## src/rtl/hazard_ctrl.sv

```systemverilog
// Owns every stall, flush and forwarding decision of the five-stage MIPS pipeline.
// Keeps its own shadow copies of the EX, MEM and WB stages for this purpose.
// Optional stall/flush performance counters are enabled by defining HAZARD_PERF_CNT_EN.
module hazard_ctrl #(
    parameter int REG_AW = 5,
    parameter int CNT_W  = 32
) (
    input  logic              clk,
    input  logic              rst_n,
    input  logic              ext_stall,
    input  logic              id_valid,
    input  logic [REG_AW-1:0] id_rs,
    input  logic [REG_AW-1:0] id_rt,
    input  logic              id_uses_rs,
    input  logic              id_uses_rt,
    input  logic [REG_AW-1:0] id_dst,
    input  logic              id_reg_write,
    input  logic              id_mem_to_reg,
    input  logic              id_jump,
    input  logic              id_jr,
    input  logic              ex_branch_taken,
    output logic              pc_en,
    output logic              ifid_en,
    output logic              idex_en,
    output logic              exmem_en,
    output logic              memwb_en,
    output logic              ifid_flush,
    output logic              idex_flush,
    output logic [1:0]        fwd_a,
    output logic [1:0]        fwd_b,
    output logic [1:0]        fwd_jr
`ifdef HAZARD_PERF_CNT_EN
    ,
    output logic [CNT_W-1:0]  stall_cnt,
    output logic [CNT_W-1:0]  flush_cnt
`endif
);

    typedef struct packed {
        logic              valid;
        logic              reg_write;
        logic              mem_to_reg;
        logic              uses_rs;
        logic              uses_rt;
        logic [REG_AW-1:0] dst;
        logic [REG_AW-1:0] rs;
        logic [REG_AW-1:0] rt;
    } ex_shadow_t;

    typedef struct packed {
        logic              valid;
        logic              reg_write;
        logic              mem_to_reg;
        logic [REG_AW-1:0] dst;
    } mem_shadow_t;

    // WB data is already selected by the datapath, so the load flag is not kept here.
    typedef struct packed {
        logic              valid;
        logic              reg_write;
        logic [REG_AW-1:0] dst;
    } wb_shadow_t;

    ex_shadow_t  ex_q,  ex_d;
    mem_shadow_t mem_q, mem_d;
    wb_shadow_t  wb_q,  wb_d;

    logic ex_wr, mem_wr, wb_wr, mem_alu_wr;
    logic load_use, jr_hazard;
    logic case_branch, case_hazard, case_jump;

    function automatic logic [1:0] fwd_sel(
        input logic [REG_AW-1:0] src,
        input logic              mem_ok,
        input logic [REG_AW-1:0] mem_dst,
        input logic              wb_ok,
        input logic [REG_AW-1:0] wb_dst
    );
        if (mem_ok && (mem_dst == src)) return 2'b01;
        if (wb_ok && (wb_dst == src))   return 2'b10;
        return 2'b00;
    endfunction

    // An effective write never targets $0, so $0 can never be forwarded.
    assign ex_wr      = ex_q.valid  & ex_q.reg_write  & (ex_q.dst  != '0);
    assign mem_wr     = mem_q.valid & mem_q.reg_write & (mem_q.dst != '0);
    assign wb_wr      = wb_q.valid  & wb_q.reg_write  & (wb_q.dst  != '0);
    assign mem_alu_wr = mem_wr & ~mem_q.mem_to_reg;

    assign load_use = id_valid & ex_wr & ex_q.mem_to_reg &
                      ((id_uses_rs & (id_rs == ex_q.dst)) | (id_uses_rt & (id_rt == ex_q.dst)));
    assign jr_hazard = id_valid & id_jr &
                       ((ex_wr & (id_rs == ex_q.dst)) |
                        (mem_wr & mem_q.mem_to_reg & (id_rs == mem_q.dst)));

    assign case_branch = ~ext_stall & ex_branch_taken;
    assign case_hazard = ~ext_stall & ~ex_branch_taken & (load_use | jr_hazard);
    assign case_jump   = ~ext_stall & ~ex_branch_taken & ~(load_use | jr_hazard) &
                         id_valid & (id_jump | id_jr);

    always_comb begin
        pc_en      = 1'b1;
        ifid_en    = 1'b1;
        idex_en    = 1'b1;
        exmem_en   = 1'b1;
        memwb_en   = 1'b1;
        ifid_flush = 1'b0;
        idex_flush = 1'b0;
        fwd_a      = 2'b00;
        fwd_b      = 2'b00;
        fwd_jr     = 2'b00;

        if (ex_q.valid && ex_q.uses_rs)
            fwd_a = fwd_sel(ex_q.rs, mem_alu_wr, mem_q.dst, wb_wr, wb_q.dst);
        if (ex_q.valid && ex_q.uses_rt)
            fwd_b = fwd_sel(ex_q.rt, mem_alu_wr, mem_q.dst, wb_wr, wb_q.dst);
        if (id_valid)
            fwd_jr = fwd_sel(id_rs, mem_alu_wr, mem_q.dst, wb_wr, wb_q.dst);

        if (ext_stall) begin
            pc_en    = 1'b0;
            ifid_en  = 1'b0;
            idex_en  = 1'b0;
            exmem_en = 1'b0;
            memwb_en = 1'b0;
        end else if (case_branch) begin
            ifid_flush = 1'b1;
            idex_flush = 1'b1;
        end else if (case_hazard) begin
            pc_en      = 1'b0;
            ifid_en    = 1'b0;
            idex_flush = 1'b1;
        end else if (case_jump) begin
            ifid_flush = 1'b1;
        end

        // Reset forces a fully frozen, fully flushed pipeline.
        if (!rst_n) begin
            pc_en      = 1'b0;
            ifid_en    = 1'b0;
            idex_en    = 1'b0;
            exmem_en   = 1'b0;
            memwb_en   = 1'b0;
            ifid_flush = 1'b1;
            idex_flush = 1'b1;
            fwd_a      = 2'b00;
            fwd_b      = 2'b00;
            fwd_jr     = 2'b00;
        end
    end

    always_comb begin
        ex_d  = ex_q;
        mem_d = mem_q;
        wb_d  = wb_q;
        if (!ext_stall) begin
            wb_d.valid       = mem_q.valid;
            wb_d.reg_write   = mem_q.reg_write;
            wb_d.dst         = mem_q.dst;
            mem_d.valid      = ex_q.valid;
            mem_d.reg_write  = ex_q.reg_write;
            mem_d.mem_to_reg = ex_q.mem_to_reg;
            mem_d.dst        = ex_q.dst;
            if (case_branch || case_hazard) begin
                ex_d = '0;
            end else begin
                ex_d.valid      = id_valid;
                ex_d.reg_write  = id_reg_write;
                ex_d.mem_to_reg = id_mem_to_reg;
                ex_d.uses_rs    = id_uses_rs;
                ex_d.uses_rt    = id_uses_rt;
                ex_d.dst        = id_dst;
                ex_d.rs         = id_rs;
                ex_d.rt         = id_rt;
            end
        end
    end

    always_ff @(posedge clk or negedge rst_n) begin
        if (!rst_n) begin
            ex_q  <= '0;
            mem_q <= '0;
            wb_q  <= '0;
        end else begin
            ex_q  <= ex_d;
            mem_q <= mem_d;
            wb_q  <= wb_d;
        end
    end

`ifdef HAZARD_PERF_CNT_EN
    logic [CNT_W-1:0] stall_cnt_q, stall_cnt_d;
    logic [CNT_W-1:0] flush_cnt_q, flush_cnt_d;

    // Counters saturate at all-ones; case flags are already false during ext_stall.
    always_comb begin
        stall_cnt_d = stall_cnt_q;
        flush_cnt_d = flush_cnt_q;
        if (case_hazard && (stall_cnt_q != '1))
            stall_cnt_d = stall_cnt_q + CNT_W'(1);
        if ((case_branch || case_jump) && (flush_cnt_q != '1))
            flush_cnt_d = flush_cnt_q + CNT_W'(1);
    end

    always_ff @(posedge clk or negedge rst_n) begin
        if (!rst_n) begin
            stall_cnt_q <= '0;
            flush_cnt_q <= '0;
        end else begin
            stall_cnt_q <= stall_cnt_d;
            flush_cnt_q <= flush_cnt_d;
        end
    end

    assign stall_cnt = stall_cnt_q;
    assign flush_cnt = flush_cnt_q;
`else
    // CNT_W only sizes the counter ports, which are absent in this build.
    if (CNT_W < 1) begin : g_cnt_w_unused
    end
`endif

endmodule
```

## config.mk

```make
export PLATFORM = sky130hd
export DESIGN_NAME = hazard_ctrl
export DESIGN_NICKNAME = d
export VERILOG_FILES = /design/src/rtl/hazard_ctrl.sv
export SDC_FILE = /design/constraint.sdc
export NUM_CORES = 1
export LEC_CHECK = 0
export BUFFER_PORTS_ARGS = -buffer_cell sky130_fd_sc_hd__buf_2
export CORE_UTILIZATION = 35
export DETAILED_ROUTE_END_ITERATION = 6
export GPL_ROUTABILITY_DRIVEN = 0
export GPL_TIMING_DRIVEN = 0
export HOLD_SLACK_MARGIN = 0.06
export MAX_ROUTING_LAYER = met4
export PLACE_DENSITY_LB_ADDON = 0.1
export SETUP_SLACK_MARGIN = 0.15
export SLEW_MARGIN = 20
export SYNTH_ARGS = -nofsm -noshare
export SYNTH_HDL_FRONTEND = slang
export SYNTH_SLANG_ARGS = --single-unit
```

## constraint.sdc

```tcl
create_clock -name clk -period 2.9 [get_ports clk]
set_input_delay 0.58 -clock clk [delete_from_list [all_inputs] [get_ports clk]]
set_output_delay 0.58 -clock clk [all_outputs]
set_load 0.005 [all_outputs]
```

==> run_results.csv, run 1 <==
group,metric,value,unit
floorplanning,fp.dieW,78.22,um
timing,holdWs,173.1,ps
worst_setup_path,arrival,2320,ps
timing,fin_crit,2897,ps
clock_tree,cts-root-buf,"clkbuf_8",
worst_setup_path,reg2reg_depth,9,
worst_setup_path,path_depth,9,
power,p_sw_share,28.96,%
run,maxCapViolations,0,
grt,antenna_found_initial,0,
route,via_count,1630,
power,seq_power_share,47.7,%
synthesis,netlist_instances,177,
timing,fmax,0.3452,GHz
worst_setup_path,path_buf_inv,4,
clock_tree,cts_buffer_depth,2,
power,p_comb_share,21.7,%
route,drtAntennaViolNets,0,
finish,layout_common_cells,"buf_2, dfrtp_1, xor2_1",
finish,syn2layout_area_growth,23.45,%
run_status,status,"finished clean",
floorplanning,initial_core_util,36.70,%
finish,diodes,0,
timing,setup_viol,0,
route,dr_wl_met2,2658,um
power,power.leakage,1.140,nW
worst_setup_path,crit_fanout,4,
power,intPower,0.8955,mW
route,wl_met1,2506,um
route,routed_wl,5536,um
route,wl_per_cell,18.45,um
worst_setup_path,cp-start-kind,"register",
worst_hold_path,hold_class,"primary input to async pin",
placed_design,place_area,2313,um2
clock_tree,clk_pin_slew,70,ps
route,drc_errors,0,
power,pwr_density_cell,502.2,nW/um2
synthesis,synth_cell_types,35,
worst_setup_path,crit_path_max_incr_delay,540,ps
synthesis,ys_seq_area_share,43.08,%
synthesis,yosysWarnings,0,
route,first_iter_violations,94,
floorplanning,die_y,78.22,um
timing,clock_skew,6.773,ps
timing,final_max_slew_viol_count,0,
route,wl_met3,303,um
placed_design,dpl.hpwl,4086,um
grt,grt_max_degree,37,
placed_design,io_buffer_count,38,
worst_setup_path,path_delay_family,"simple AND/OR/NAND/NOR gates",
finish,final_common_cell,"buf_2",
route,first_pass_iters,4,
timing,period_share,99.89,%
finish,post-route-util,45.30,%
finish,nets,253,
worst_setup_path,worst_setup_path_end_kind,"primary output",
finish,final_area,2510,um2
grt,grt_usage,20.84,%
clock_tree,cts_buffers,5,
route,highest_layer,"met4",
clock_tree,clk_latency,290,ps
timing,finalHoldViolCount,0,
clock_tree,cts_max_level,2,
synthesis,syn_nets,203,
floorplanning,rows,27,
synthesis,syn_area_per_cell,11.49,um2
floorplanning,ioPinCount,39,
grt,grt_pass1_wl,9177,um
timing,tightest_slew,605.1,ps
synthesis,synth_area,2033,um2
power,peakVddDrop,0.2379,mV
power,power.share.clock,30.5,%
synthesis,ys_seq_elements,35,
power,p_sw,0.3650,mW
grt,grt_pass1_vias,1748,
finish,drive_gt1_share,36.40,%
clock_tree,cts_tree,"yes",
floorplanning,core_region_area,5540,um2
grt,grt-ovfl-total,0,
worst_setup_path,crit_path_top_delay_cell,"or4_4",
worst_setup_path,worstSetupPathType,"register to primary output",
timing,timing.slew.headroom,59.66,%
route,via_per_inst,5.433,
floorplanning,die_area,6118,um2
clock_tree,cts_sinks,35,
worst_setup_path,worstPathRequired,2320,ps
worst_setup_path,cp_cell_sequence,"buf_6 -> or4_4 -> o211ai_4 -> nor4_4 -> a311oi_4 -> buf_6 -> o21a_1 -> buf_4 -> buf_6",
timing,grt_setup_unrepaired,"yes",
worst_setup_path,crit_top_cell,"buf_6",
## per-layer routing
| metal | vias up | global-route usage, % |
|---|---|---|
| li1 | 759 | - |
| met1 | 816 | 25.06 |
| met2 | 48 | 32.37 |
| met3 | 7 | 6.395 |
| met4 | 0 | 8.889 |
| met5 | - | - |
## repair_timing
| action | CTS | global route |
|---|---|---|
| pin swaps | 2 | 4 |
| setup endpoints to repair | 12 | 10 |
| hold buffers | 0 | 0 |
| setup buffers | 4 | 1 |
| gates resized for setup | 10 | 3 |
## state kept, by name, summed over array words and instances (netlist names)
register	cells
ex_q	20
mem_q	8
wb_q	7
## power by group through the flow
| stage | registers [mW] | logic [mW] | clock network (mW) |
|---|---|---|---|
| 2_1_floorplan | 0.586 | 0.181 | 0 |
| 3_3_place_gp | 0.609 | 0.249 | 0 |
| 3_5_place_dp | 0.610 | 0.256 | 0 |
| 4_1_cts | 0.602 | 0.273 | 0.397 |
| 5_1_grt | 0.607 | 0.300 | 0.425 |
| 6_report | 0.602 | 0.274 | 0.385 |
## stage by stage
| step | cells | power, mW | setup slack [ps] | TNS [ps] |
|---|---|---|---|---|
| 4_1_cts | 299 | 1.272 | -6.434 | -6.434 |
| 3_3_place_gp | 287 | 0.8580 | -213.5 | -342.3 |
| 5_1_grt | 300 | 1.332 | -86.07 | -247.0 |
| 6_report | 300 | 1.261 | 3.304 | 0 |
| 2_1_floorplan | 177 | 0.7673 | 306.9 | 0 |
| 3_5_place_dp | 287 | 0.8663 | -240.6 | -447.5 |
## Yosys cell counts, drive strengths merged
| master | n | area (um2) |
|---|---|---|
| a31oi | 1 | 6.260 |
| o211ai | 1 | 12.51 |
| nand3 | 9 | 45.04 |
| mux2 | 15 | 168.9 |
| and4 | 3 | 26.28 |
| nor2b | 1 | 6.260 |
| xor2 | 21 | 183.9 |
| dfrtp | 35 | 875.8 |
| a21o | 1 | 7.510 |
| o21ai | 2 | 10.01 |
| a2bb2o | 1 | 10.01 |
| nor3b | 2 | 15.01 |
| nand4 | 2 | 12.51 |
| a311oi | 1 | 26.28 |
| nor2 | 4 | 15.01 |
| or2 | 1 | 6.260 |
| or3 | 1 | 6.260 |
| a32o | 20 | 200.2 |
| nor3 | 5 | 25.02 |
| clkbuf | 7 | 26.28 |
| and2 | 1 | 6.260 |
| nand2 | 2 | 7.510 |
| nor4 | 6 | 43.79 |
| or4 | 1 | 11.26 |
| and3 | 1 | 6.260 |
| o21a | 1 | 7.510 |
| inv | 1 | 3.750 |
| xnor2 | 19 | 166.4 |
| a21oi | 1 | 5.000 |
| o311a | 1 | 10.01 |
| buf | 10 | 80.07 |
## cell type report
cell class	count	area (um2)
Buffer	17	117.6
Clock buffer	8	100.1
Fill cell	549	3030
Inverter	1	3.754
Multi-Input combinational cell	124	1082
Sequential cell	35	875.8
Tap cell	72	90.09
Timing Repair Buffer	43	240.2
## path summary, 6_finish.rpt
kind	startpoint	endpoint	slack, ps
max in group asynchronous	rst_n	ex_q[16]	2460
min	rst_n	wb_q[1]	170
max	mem_q[1]	pc_en	3
max reg2reg	mem_q[1]	ex_q[8]	690
min in group clk	wb_q[6]	wb_q[6]	530
min reg2reg	wb_q[6]	wb_q[6]	530
## cells by family (layout without fill, tap and decap cells)
group,after synthesis,after routing,synth area share (%)
flops,35,35,43.08
xor+xnor,40,40,17.23
buf+inv,18,69,5.415
compound gates,30,30,14.52
mux,15,15,8.308
simple gates,39,39,11.45
Power figures use the tool's default switching activity.
==> run 2: changes to the inputs <==
--- a/config.mk
+++ b/config.mk
@@ -5,6 +5,7 @@
 export SDC_FILE = /design/constraint.sdc
 export NUM_CORES = 1
 export LEC_CHECK = 0
+export ABC_AREA = 1
 export BUFFER_PORTS_ARGS = -buffer_cell sky130_fd_sc_hd__buf_2
 export CORE_UTILIZATION = 35
 export DETAILED_ROUTE_END_ITERATION = 6
==> run 2 against run 1 <==
  * Final area increased by 5.7%
  * Fmax increased by 15%
  * Critical path type unchanged
  * Highest routed layer unchanged
  * Core utilization decreased by 1.5 points
  * Non-clock buffer count decreased by 5
  * Total power increased by 2.1%
  * Hold slack improved by 120 ps
  * Sequential cell count unchanged
  * Sequential power decreased by 3%
  * Via count increased by 31%
  * Synthesized area increased by 11%
==> run_results.csv, run 2 <==
group,metric,value,unit
placed_design,place_area,2537,um2
worst_setup_path,endpoint,"pc_en",
finish,final_area,2653,um2
clock_tree,ctsHoldBuffers,0,
timing,final_max_slew_viol_count,0,
worst_setup_path,path_delay_family,"simple AND/OR/NAND/NOR gates",
route,via_per_inst,4.858,
grt,grt_max_degree,40,
floorplanning,die_y,82.33,um
run,maxCapViolations,0,
timing,period_share,86.84,%
floorplanning,rows,28,
worst_setup_path,worstPathRequired,2320,ps
timing,finalHoldViolCount,0,
synthesis,synth_top_area_share,38.78,%
worst_setup_path,crit_path_max_incr_delay,390,ps
clock_tree,cts-root-buf,"clkbuf_8",
worst_setup_path,worstReg2RegEnd,"ex_q[0]",
grt,grt_usage,21.77,%
worst_setup_path,cp-start-kind,"register",
finish,top_register,"ex_q",
synthesis,synth_cell_types,29,
synthesis,syn_area_per_cell,7.102,um2
worst_setup_path,path_depth,11,
route,wl_per_cell,14.22,um
synthesis,synth_ff_type,"dfrtp_1",
finish,layout_common_cells,"nand2_1, buf_2, dfrtp_1",
worst_setup_path,path_buf_inv,3,
clock_tree,postCtsResizedCells,0,
grt,grt_pass1_vias,2065,
timing,clock_skew,4.075,ps
clock_tree,cts_tree,"yes",
synthesis,syn_nets,344,
worst_setup_path,reg2reg_from,"ex_q[13]",
clock_tree,clk_latency,290,ps
synthesis,async_flop_share,100.0,%
finish,diodes,0,
synthesis,synth_area,2258,um2
timing,fin_ws,381.7,ps
grt,grt-ovfl-total,0,
worst_setup_path,reg2reg_depth,9,
worst_setup_path,critPathLaunch,"mem_q[0]",
finish,reg.largest.list,"ex_q x20, mem_q x8, wb_q x7",
synthesis,yosys.area.top_type,"dfrtp_1",
clock_tree,cts_buffer_depth,2,
synthesis,ys_seq_area_share,38.78,%
synthesis,netlist_instances,318,
finish,drive_gt1_share,20.39,%
grt,grt_pass1_wl,10340,um
timing,setup_viol,0,
worst_hold_path,hold_class,"primary input to async pin",
route,drtAntennaViolNets,0,
synthesis,synthTopCellsByArea,"dfrtp_1, nand2_1, nand4_1, inv_1, o21ai_0",
timing,fmax,0.3971,GHz
floorplanning,initial_core_util,37.26,%
worst_setup_path,worst_setup_path_end_kind,"primary output",
clock_tree,cts_max_level,2,
finish,fin_cells,438,
grt,antenna_found_initial,0,
synthesis,ys_seq_elements,35,
route,first_pass_iters,4,
timing,fin_crit,2518,ps
floorplanning,ioPinCount,39,
finish,syn2layout_area_growth,17.45,%
worst_setup_path,reg2reg_slack,1320,ps
finish,post-route-util,43.77,%
finish,nets,388,
worst_setup_path,worstSetupPathType,"register to primary output",
timing,tns,0,ps
power,pwr_density_cell,485.0,nW/um2
worst_setup_path,crit_fanout,7,
clock_tree,cts_sinks,35,
placed_design,io_buffer_count,37,
synthesis,yosysWarnings,0,
synthesis,synth_common_cells,"nand2_1, dfrtp_1, inv_1",
clock_tree,post_cts.repair.setup_buffers,0,
floorplanning,core_region_area,6061,um2
power,peakVddDrop,0.3161,mV
worst_setup_path,crit_top_cell,"nand2_1",
floorplanning,die_area,6778,um2
timing,tightest_slew,538.8,ps
finish,final_common_cell,"nand2_1",
route,via_count,2128,
placed_design,place_inst,430,
power,power.leakage,1.419,nW
worst_setup_path,cp_cell_sequence,"inv_1 -> nand2_1 -> o21ai_1 -> nor2_1 -> nand2_1 -> nand2_1 -> nand2_2 -> nand2_1 -> a21boi_1 -> buf_4 -> buf_2",
timing,grt_setup_unrepaired,"no",
placed_design,dpl.hpwl,4806,um
run_status,status,"finished clean",
route,routed_wl,6229,um
finish,largest_register_ffs,20,
worst_setup_path,arrival,1940,ps
timing,timing.slew.headroom,64.08,%
floorplanning,fp.dieW,82.33,um
clock_tree,cts_buffers,5,
placed_design,dpl_worst_slack,210.2,ps
synthesis,synth_most_common_cell,"nand2_1",
worst_setup_path,crit_path_top_delay_cell,"dfrtp_1",
route,drc_errors,0,
route,first_iter_violations,150,
synthesis,synth_edf_count,0,
clock_tree,clk_pin_slew,70,ps
==> run 2: cell types whose count changed in the layout (fill, tap and decap cells not counted), moves of 5 or more <==
cell,delta
inv_1,+28
o21ai_0,+17
xnor2_1,-9
or2_2,+6
nor2_1,+16
buf_4,-5
a32o_1,-20
mux2_2,-15
nand2_1,+106
xor2_1,-12
nand4_1,+19
==> run 2: worst min-delay path by stage <==
| stage | startpoint | cells after the start | end |
|---|---|---|---|
| 6_report | rst_n | 1 | mem_q[7] |
| 5_1_grt | rst_n | 1 | ex_q[16] |
| 4_1_cts | rst_n | 1 | ex_q[16] |
| 3_5_place_dp | ex_q[16] | 2 | ex_q[16] |
| 3_3_place_gp | ex_q[15] | 2 | ex_q[15] |
| 2_1_floorplan | rst_n | 0 | ex_q[0] |
==> run 2: area by class of cell <==
| class | instances | area (um2) |
|---|---|---|
| fillers | 665 | 3408 |
| multi-input cells | 232 | 1150 |
| flip-flops and latches | 35 | 875.8 |
| repair buffers | 37 | 187.7 |
| inverters | 33 | 123.9 |
| plain buffers | 18 | 108.9 |
| well taps | 75 | 93.84 |
| clock buffers | 5 | 68.82 |
| clock inverters | 3 | 43.79 |
==> run 2: metrics by stage <==
step	power [mW]	hold slack, ps
after global routing	1.361	327.4
final	1.286	291.0
after floorplan	0.7554	284.4
after CTS	1.299	432.2
after global placement	0.8505	492.5
after detailed placement	0.8537	493.8
==> run 2: power by group <==
| part | internal, mW | total (mW) | switching [mW] |
|---|---|---|---|
| combinational | 0.109 | 0.258 | 0.149 |
| clock | 0.256 | 0.444 | 0.188 |
| sequential | 0.531 | 0.584 | 0.0533 |
| total | 0.896 | 1.29 | 0.391 |
==> run 2: kinds of logic after synthesis <==
family	after synthesis	synth area share (%)
and+or+nand+nor	185	36.40
buffers and inverters	51	10.30
DFF	35	38.78
AOI/OAI and AO/OA	28	7.147
xor gates and xnor gates	19	7.368
==> run 2: routing by layer <==
layer / part of all wire (%) / global-route usage [%] / vias to the layer above
met5: 0 / - / -
li1: - / - / 1107
met3: 3.3 / 3.297 / 9
met2: 45 / 32.89 / 41
met4: 1.2 / 6.491 / 0
met1: 50 / 29.99 / 971
==> run 3: changes to the inputs <==
--- a/config.mk
+++ b/config.mk
@@ -8,11 +8,11 @@
 export ABC_AREA = 1
 export BUFFER_PORTS_ARGS = -buffer_cell sky130_fd_sc_hd__buf_2
 export CORE_UTILIZATION = 35
+export CTS_BUF_LIST = sky130_fd_sc_hd__clkbuf_16
 export DETAILED_ROUTE_END_ITERATION = 6
 export GPL_ROUTABILITY_DRIVEN = 0
 export GPL_TIMING_DRIVEN = 0
 export HOLD_SLACK_MARGIN = 0.06
-export MAX_ROUTING_LAYER = met4
 export PLACE_DENSITY_LB_ADDON = 0.1
 export SETUP_SLACK_MARGIN = 0.15
 export SLEW_MARGIN = 20
==> run 3 against run 2 <==
  * Clock-buffer cell count stayed put
  * Register-to-register slack is essentially flat
  * Routed wire length down 0.53%
  * Final cell count stayed put
  * Critical path depth stayed put
  * Hold slack better by 12 ps
  * Clock power grew 38%
  * First-iteration DRC count is 16% lower
  * Global-route usage is 0.59 points lower
  * Fmax fell by 0.56%
  * Critical endpoint unchanged
  * Highest routed layer unchanged
==> run_results.csv, run 3 (same netlist as run 2, synthesis figures left out) <==
group,metric,value,unit
run_status,status,"finished clean",
floorplanning,initial_core_util,37.26,%
finish,drive_gt1_share,20.39,%
worst_setup_path,cp-start-kind,"register",
floorplanning,core_region_area,6061,um2
route,highest_layer,"met4",
finish,largest_register_ffs,20,
worst_setup_path,endpoint,"pc_en",
clock_tree,cts_sinks,35,
grt,grt_pass1_wl,10360,um
timing,fin_crit,2533,ps
timing,tightest_slew,533.3,ps
power,finalPower,1.454,mW
clock_tree,cts_max_level,2,
route,dr_wl_met2,2787,um
placed_design,dpl.hpwl,4806,um
timing,timing.slew.headroom,64.44,%
timing,period_share,87.33,%
route,via_count,2123,
worst_setup_path,reg2reg_depth,10,
finish,diodes,0,
power,power.leakage,1.444,nW
clock_tree,cts-root-buf,"clkbuf_16",
placed_design,io_buffer_count,37,
timing,clock_skew,2.960,ps
floorplanning,ioPinCount,39,
finish,final_common_cell,"nand2_1",
timing,grt_setup_unrepaired,"no",
finish,post-route-util,44.69,%
timing,final_max_slew_viol_count,0,
floorplanning,die_y,82.33,um
worst_setup_path,critPathLaunch,"mem_q[0]",
grt,antenna_found_initial,0,
grt,grt_pass1_vias,2064,
clock_tree,clk_pin_slew,60,ps
clock_tree,ctsHoldBuffers,0,
finish,multi_input_area,1150,um2
worst_setup_path,reg2reg_slack,1330,ps
worst_setup_path,worstPathRequired,2320,ps
finish,final_area,2709,um2
worst_setup_path,crit_fanout,7,
route,first_pass_iters,4,
route,wl_met1,3093,um
power,peakVddDrop,0.3769,mV
route,routed_wl,6196,um
timing,finalHoldViolCount,0,
route,drc_errors,0,
clock_tree,cts_tree,"yes",
timing,tns,0,ps
finish,top_register,"ex_q",
route,drtAntennaViolNets,0,
timing,setup_viol,0,
worst_setup_path,arrival,1950,ps
finish,layout_common_cells,"nand2_1, buf_2, dfrtp_1",
finish,nets,388,
route,wl_met3,223,um
clock_tree,clk_latency,280,ps
finish,reg.largest.list,"ex_q x20, mem_q x8, wb_q x7",
floorplanning,fp.dieW,82.33,um
worst_setup_path,reg2reg_from,"mem_q[0]",
route,first_iter_violations,126,
finish,syn2layout_area_growth,19.94,%
finish,ff_latch_area,875.8,um2
floorplanning,die_area,6778,um2
worst_setup_path,worstReg2RegEnd,"ex_q[0]",
route,wl_per_cell,14.15,um
grt,grt_max_degree,40,
placed_design,place_area,2537,um2
worst_setup_path,worst_setup_path_end_kind,"primary output",
worst_hold_path,hold_class,"primary input to async pin",
run,maxCapViolations,0,
power,pwr_density_cell,536.7,nW/um2
clock_tree,cts_buffer_depth,2,
finish,fillers,653,
grt,grt_usage,21.18,%
grt,grt-ovfl-total,0,
floorplanning,rows,28,
route,via_per_inst,4.847,
clock_tree,cts_buffers,5,
worst_setup_path,worstSetupPathType,"register to primary output",
timing,fmax,0.3949,GHz
[run 3: cell type report]
type                       instances  share of cell area, %
multi-input combinational        232                  42.45
timing repair buffer              37                  6.928
buffer                            18                  4.018
clock buffer                       5                  4.619
inverter                          33                  4.573
clock inverter                     3                  1.617
sequential                        35                  32.33
tap                               75                  3.464
[run 3: worst min-delay path by stage]
stage	start	end	slack [ps]	cells past startpoint
floorplan	rst_n	ex_q[0]	280	0
global placement	ex_q[15]	ex_q[15]	490	2
detailed placement	ex_q[16]	ex_q[16]	490	2
CTS	rst_n	ex_q[16]	450	1
global route	rst_n	ex_q[16]	350	1
finish	rst_n	mem_q[7]	300	1
[run 3: layer usage]
layer / vias to the layer above / GRT usage (%)
met4: 0 / 5.965
met2: 39 / 32.81
li1: 1108 / -
met1: 967 / 30.13
met5: - / 0
met3: 9 / 3.626
[run 3: through the flow]
stage                     hold slack [ps]  setup slack (ps)  std cells
after floorplan                     284.4             750.5        318
after global placement              492.5             206.4        430
after detailed placement            493.8             210.2        430
after CTS                           451.9             209.6        438
after global routing                348.5             183.3        438
final                               302.8             367.4        438
[run 3: timing repair]
item	in CTS	in global routing
setup buffers	0	0
gates resized for setup	0	1
setup endpoints to repair	0	7
[run 3: power by group]
part,internal (mW),switching (mW)
registers,0.532,0.0528
logic,0.109,0.149
clock network,0.405,0.206
total,1.05,0.408
[run 3: worst max-delay path, cell delays in order, from the launching register on]
cell	delay (ps)
dfrtp_1	390
inv_1	170
nand2_1	110
o21ai_1	190
nor2_1	60
nand2_1	80
nand2_1	70
nand2_2	90
nand2_1	110
a21boi_1	180
buf_4	130
buf_2	90
